--- config.mk ---
export PLATFORM = sky130hd
export DESIGN_NAME = branch_target_lut
export DESIGN_NICKNAME = d
export VERILOG_FILES = /design/src/rtl/branch_target_lut.sv
export SDC_FILE = /design/constraint.sdc
export NUM_CORES = 1
export LEC_CHECK = 0
export CORE_MARGIN = 2
export CORE_UTILIZATION = 45
export DETAILED_ROUTE_END_ITERATION = 16
export HOLD_SLACK_MARGIN = 0.15
export SKIP_LAST_GASP = 1
export SLEW_MARGIN = 5
export SYNTH_ARGS = -nofsm -noshare
export SYNTH_HDL_FRONTEND = slang
export SYNTH_SLANG_ARGS = --single-unit
--- constraint.sdc ---
create_clock -name Clk -period 4.1 [get_ports Clk]
set_input_delay 0.41 -clock Clk [delete_from_list [all_inputs] [get_ports Clk]]
set_output_delay 0.41 -clock Clk [all_outputs]
set_load 0.05 [all_outputs]
--- src/rtl/branch_target_lut.sv ---
// Branch target lookup table: DEPTH entries of (value, rel flag), registered lookup with write bypass.
// Latency: 1 cycle from request edge to Target/OutValid; table writes commit at the same edge.
// Backpressure: Stall freezes Target/OutValid and drops requests; writes still commit. Macro BRANCH_LUT_RELATIVE_EN enables PC-relative entries.
module branch_target_lut #(
    parameter int IDX_W       = 4,
    parameter int ADDR_W      = 10,
    parameter int DEFAULT_TGT = 1
) (
    input  logic              Clk,
    input  logic              Reset_n,
    input  logic              ReqValid,
    input  logic [IDX_W-1:0]  Index,
    input  logic [ADDR_W-1:0] PC,
    input  logic              Stall,
    input  logic              WrEn,
    input  logic [IDX_W-1:0]  WrIndex,
    input  logic [ADDR_W-1:0] WrData,
    input  logic              WrRel,
    output logic [ADDR_W-1:0] Target,
    output logic              OutValid,
    output logic [7:0]        WrCount
);

    localparam int DEPTH = 2 ** IDX_W;

    logic [ADDR_W-1:0] tbl_val [DEPTH];
    logic              byp_hit;
    logic [ADDR_W-1:0] sel_val;
    logic [ADDR_W-1:0] resolved;

    // Entry values: reset to the default target, overwritten by the write port
    always_ff @(posedge Clk or negedge Reset_n) begin
        if (!Reset_n) begin
            for (int i = 0; i < DEPTH; i++) begin
                tbl_val[i] <= ADDR_W'(DEFAULT_TGT);
            end
        end else if (WrEn) begin
            tbl_val[WrIndex] <= WrData;
        end
    end

`ifdef BRANCH_LUT_RELATIVE_EN
    logic tbl_rel [DEPTH];
    logic sel_rel;

    // Relative flags: default entries mean PC + DEFAULT_TGT after reset
    always_ff @(posedge Clk or negedge Reset_n) begin
        if (!Reset_n) begin
            for (int i = 0; i < DEPTH; i++) begin
                tbl_rel[i] <= 1'b1;
            end
        end else if (WrEn) begin
            tbl_rel[WrIndex] <= WrRel;
        end
    end

    // Select entry (bypassing a same-index write) and resolve against the request PC
    always_comb begin
        byp_hit  = WrEn && (WrIndex == Index);
        sel_val  = byp_hit ? WrData : tbl_val[Index];
        sel_rel  = byp_hit ? WrRel  : tbl_rel[Index];
        resolved = sel_rel ? (PC + sel_val) : sel_val;
    end
`else
    // PC and WrRel have no meaning when every entry is absolute
    logic unused_rel_inputs;
    assign unused_rel_inputs = ^{PC, WrRel};

    // Select entry, bypassing a same-index write; entries are always absolute
    always_comb begin
        byp_hit  = WrEn && (WrIndex == Index);
        sel_val  = byp_hit ? WrData : tbl_val[Index];
        resolved = sel_val;
    end
`endif

    // Output register: loads on an unstalled request, holds under Stall
    always_ff @(posedge Clk or negedge Reset_n) begin
        if (!Reset_n) begin
            Target   <= '0;
            OutValid <= 1'b0;
        end else if (!Stall) begin
            OutValid <= ReqValid;
            if (ReqValid) begin
                Target <= resolved;
            end
        end
    end

    // Saturating count of committed writes
    always_ff @(posedge Clk or negedge Reset_n) begin
        if (!Reset_n) begin
            WrCount <= 8'd0;
        end else if (WrEn && (WrCount != 8'hFF)) begin
            WrCount <= WrCount + 8'd1;
        end
    end

endmodule

Word-level counts from Yosys, hierarchy flattened
Cells that the tools add are included.
- add/subtract/negate cells: 1
- multiply operators: 0
- div/mod/pow operators: 0
- $lt $le $gt $ge: 3
- equality and inequality tests: 2
- shift operators: 0
- muxes and demuxes: 7
- bitwise gates (word level): 3
- reductions and logical operators: 4
- operators by type and width (kind ; number):
    $bwmux W160 ; 1
    $bmux W10 S4 ; 1
    $demux W10 S4 ; 1
    $mux W10 ; 4
    $ge A5 B5 Y1 const B ; 2
    $not A4 Y5 ; 2
    $add A8 B1 Y8 const B ; 1
    $ne A8 B8 Y1 const B ; 1
    $lt A5 B1 Y1 const B ; 1
    $eq A4 B4 Y1 ; 1
    $logic_and A1 B1 Y1 ; 3
    $reduce_and A2 Y1 ; 1
    $not A1 Y1 ; 1
- bits in registers: 179
- latch bits: 0
- bits in writable memories: 0
- memory bits (read-only): 0
- input bits: 34
- output and inout bits: 19
- memories kept: 0

Depth between registers and ports, before layout
- word-level depth: 6
- depth in mapped cells: 7
- depth with buffers taken out: 5

Least setup slack after synthesis
Ideal clock, no wire load.
- path type: reg-to-reg
- start point: register WrCount[0]
- end point: register WrCount[1]
- arrival: 1868 ps
- data required time: 3975 ps
- path slack: 2107 ps
- cell stages (with the launch flop): 5
- buffers on the path: 0
- clock period less this slack: 1993 ps
- cell sequence: dfrtp_1 -> ha_1 -> and3_1 -> a31oi_1 -> mux2_2
- cells in the longest elaborated chain, start to end: 2
- elaborated cells on any way between the ends: 3
- those cells by class: add/sub (1); eq/ne (1); reduce/logical (1)
- RTL lines (item ; line ; source):
    from (decl) ; 21 ; output logic [7:0] WrCount
    from (signal assigned) ; 95 ; WrCount <= WrCount + 8'd1;
    parallel branches: the longest is 2 deep, another holds $add A8 B1 Y8 ; -- ;
Several ways; the timed one is not identified.
A chain may end at the register's enable or synchronous reset.

Worst setup path after layout
- start point: input port Index[0]
- end point: register Target[7]
- cells in the longest elaborated chain, start to end: 5
- elaborated cells on any way between the ends: 7
- those cells by class: eq/ne (1); mux (4); bitwise (1); reduce/logical (1)
- RTL lines (item ; line ; source):
    from (decl) ; 12 ; input logic [IDX_W-1:0] Index,
    $not A4 Y5 (implied by the code) ; 72 ; sel_val = byp_hit ? WrData : tbl_val[Index];
    $bmux W10 S4 ; 72 ;
    $mux W10 (implied by the code) (2 in series) ; 72 ;
    $mux W10 * ; 72 ;
    to (signal assigned) ; 85 ; Target <= resolved;
    to (decl) ; 19 ; output logic [ADDR_W-1:0] Target,
Every way passes the cells marked *; elsewhere a longest branch is shown, timed or not. The select of a mux whose other input is x is not followed.

==> metrics.log <==
INFO  metric top_level_ports = 53
INFO  metric design.die.area = 20030 sq um
INFO  metric routed_wl = 18180 microns
INFO  metric placement.io_buffers = 41
INFO  metric layout_commonest_cell = sky130_fd_sc_hd__dfrtp_1
INFO  metric critical_path_peak_fanout = 23
INFO  metric run_status = finished clean
INFO  metric clock_transition_at_the_registers_of_the_reported_paths = 0.06 ns
INFO  metric grt_pass1_vias = around 5400
INFO  metric cts_root_buffer = sky130_fd_sc_hd__clkbuf_16
INFO  metric crit_required = between 4 and 5 ns
INFO  metric initial_antenna_violation_count = 0
INFO  metric drtIter0Drc = roughly 260
INFO  metric yosysSeqAreaShare = 52.87%
INFO  metric first_pass_iters = 4
INFO  metric count_of_antenna_violating_nets_left_after_detailed_routing = 0
INFO  metric start_util = a little under half
INFO  metric antenna_cells_inserted = 0
INFO  metric rows = 50
INFO  metric area_grow_syn2layout = 13.67%
INFO  metric cells_after_synthesis = about 580
INFO  metric synthesis.nets = 613
INFO  metric max_slew_margin = 30.09%
INFO  metric detail_route.vias_per_cell = 5.654
INFO  metric worst_skew_pair.late_latency = 0.43 ns
INFO  metric floorplan.core_area = around 19000 sq um
INFO  metric clock_sinks = between 150 and 200
INFO  metric maxSlewViolCount = 0
INFO  metric tritoncts = done
INFO  metric tns_setup = 0 ns
INFO  metric postSynthRegisterBits = ~180
INFO  metric mean_instance_size_in_the_synthesized_netlist = around 15 sq um
INFO  metric dpl_cell_area = slightly above 9000 sq um
INFO  metric grt_start_max_net_pins = between 70 and 80
INFO  metric design.final.nets = 640
INFO  metric totalPowerFinal = ~5.3 mW
INFO  metric via_count = just under 5000
INFO  metric rsz_0062_raised_after_global_routing = no
INFO  metric synth_ff_type = sky130_fd_sc_hd__dfrtp_1
INFO  metric worst_ep_arrival_time = roughly 2.6 ns
INFO  metric grt.overflow.total = 0
INFO  metric setup.worst_path.start_class = primary input
INFO  metric post-place-cells = between 800 and 900
INFO  metric layout_min_cycle_time = between 2 and 2.5 ns
INFO  metric synth_enable_flop_cells = 0
INFO  metric drive_gt1_share = 45.79%
INFO  metric whs = just under 0.5 ns
INFO  metric cts_repair_resize_count = 0
INFO  metric pwr_density_cell = 548.7 nW/um^2
INFO  metric grt_pass1_wl = slightly above 30000 microns
INFO  metric netlist_area = between 8000 and 9000 sq um
INFO  metric critical_path.endpoint_type = flop
INFO  metric worst_hold_path_type = reg2reg
INFO  metric die_x = 141.5 microns
INFO  metric max-clock-path-buffers = 2
INFO  metric synth-warning-count = 0
INFO  metric final_cells = 852
INFO  metric power_leakage = approximately 4.2 nW
INFO  metric drt-wirelength-per-cell = between 20 and 25 microns
INFO  metric worst_ir_drop_vdd = around 0.53 mV
INFO  metric finalHoldViolations = 0
INFO  metric finalSetupViolations = 0
INFO  metric final_min_period_over_clock_period = 57.01%
INFO  metric final_cell_area = 9673 sq um
INFO  metric cts_made_buffers = 17
INFO  metric max_cap_violations = 0
INFO  metric ctsHtreeMaxLevel = 4
INFO  metric final.setup_skew = roughly 0.0074 ns
INFO  metric worst-slew-pin-transition = roughly 1.0 ns
INFO  metric place_congestion = 0.7968
INFO  metric max_freq = around 430 MHz
INFO  metric grtUsageTotal = 19.95%
INFO  metric postSynth.asyncResetShare = 100.0%
INFO  metric hpwl = 11650 microns
INFO  metric layout.cells.most_common_list = sky130_fd_sc_hd__dfrtp_1 (163), sky130_fd_sc_hd__mux2_2 (131), sky130_fd_sc_hd__clkdlybuf4s50_1 (38)
INFO  metric synth.distinct_cells = 40
INFO  metric floorplan.die.height = 141.5 microns
INFO  metric post-route-drc-count = 0
INFO  metric crit_type = in2reg
[timing repair]
item                       4_1_cts  5_1_grt
setup endpoints to repair        0        0
hold buffers                     1        0
hold endpoints to repair        65        0
setup buffers                    0        0
[state kept, by name, summed over array words and instances, names as in the netlist]
register	cells
tbl_val	160
Target	10
WrCount	8
OutValid	1
[logic make-up after synthesis]
kind of cell / synth area share (%)
xor+xnor: 1.029
simple gates: 6.293
flops: 52.87
compound gates: 2.897
fa+ha+maj: 0.1470
buf+inv: 2.661
mux: 34.10
[Yosys cell counts, types with 5 or more instances]
cell | n | share of area, %
sky130_fd_sc_hd__buf_4 | 5 | 0.44
sky130_fd_sc_hd__nand3_1 | 11 | 0.65
sky130_fd_sc_hd__mux2i_1 | 30 | 3.5
sky130_fd_sc_hd__xnor2_1 | 9 | 0.93
sky130_fd_sc_hd__buf_2 | 8 | 0.47
sky130_fd_sc_hd__clkbuf_1 | 19 | 0.84
sky130_fd_sc_hd__a31oi_1 | 11 | 0.81
sky130_fd_sc_hd__a2bb2oi_1 | 10 | 1.0
sky130_fd_sc_hd__nor2_2 | 9 | 0.66
sky130_fd_sc_hd__mux4_2 | 30 | 7.9
sky130_fd_sc_hd__nand2_1 | 18 | 0.79
sky130_fd_sc_hd__dfrtp_1 | 163 | 48
sky130_fd_sc_hd__mux2_4 | 30 | 5.3
sky130_fd_sc_hd__o31ai_1 | 10 | 0.88
sky130_fd_sc_hd__or2_2 | 20 | 1.5
sky130_fd_sc_hd__dfstp_2 | 16 | 4.9
sky130_fd_sc_hd__nand2b_1 | 13 | 0.96
sky130_fd_sc_hd__mux2_2 | 131 | 17
[path summary, 6_finish.rpt]
path	from	to	slack [ns]	cells past startpoint
min in group asynchronous	Reset_n	tbl_val[132]$_DFFE_PN0P_	0.56	2
max in group asynchronous	Reset_n	tbl_val[80]$_DFFE_PN1P_	2.51	3
worst min-delay path	OutValid$_DFFE_PN0N_	OutValid$_DFFE_PN0N_	0.49	2
worst max-delay path	Index[0]	Target[7]$_DFFE_PN0P_	1.76	6
worst max register to register	WrCount[0]$_DFFE_PN0P_	WrCount[1]$_DFFE_PN0P_	2.16	4
worst min register to register	OutValid$_DFFE_PN0N_	OutValid$_DFFE_PN0N_	0.49	2
[final cells by class]
cell class | count | area [sq um]
clock buffers | 21 | 480.5
clock inverters | 11 | 107.6
fillers | 1602 | 8970
inverters | 2 | 7.507
multi-input cells | 356 | 3784
flip-flops and latches | 179 | 4499
well taps | 234 | 292.8
repair buffers | 49 | 501.7
[through the flow]
| step | setup WS (ns) | utilization, % |
|---|---|---|
| 6_report | 1.763 | 51.89 |
| 5_1_grt | 1.725 | 51.89 |
| 4_1_cts | 1.800 | 51.89 |
| 3_5_place_dp | 1.339 | 48.68 |
| 3_3_place_gp | 1.414 | 48.68 |
| 2_1_floorplan | 2.107 | - |
[per-layer routing]
| metal | vias up | part of all wire, % | global-route usage [%] |
|---|---|---|---|
| met5 | - | 0 | 0 |
| met4 | 0 | 1.9 | 7.368 |
| met3 | 21 | 3.0 | 3.780 |
| met2 | 73 | 50 | 32.98 |
| met1 | 2558 | 45 | 26.43 |
| li1 | 2165 | - | - |
[where the power goes]
part,internal (mW),total (mW),switching [mW]
Clock,0.953,1.62,0.667
Sequential,2.21,2.45,0.240
Combinational,0.678,1.23,0.555
Total,3.85,5.31,1.46
[critical path, cell delays in order]
cell and delay, ns:
sky130_fd_sc_hd__clkdlybuf4s50_1 0.45, sky130_fd_sc_hd__buf_4 0.39, sky130_fd_sc_hd__nor2b_1 0.89, sky130_fd_sc_hd__a2bb2oi_1 0.20
sky130_fd_sc_hd__nand3_1 0.17, sky130_fd_sc_hd__a31oi_1 0.11
Note: power is estimated with default switching activity, not from simulation.
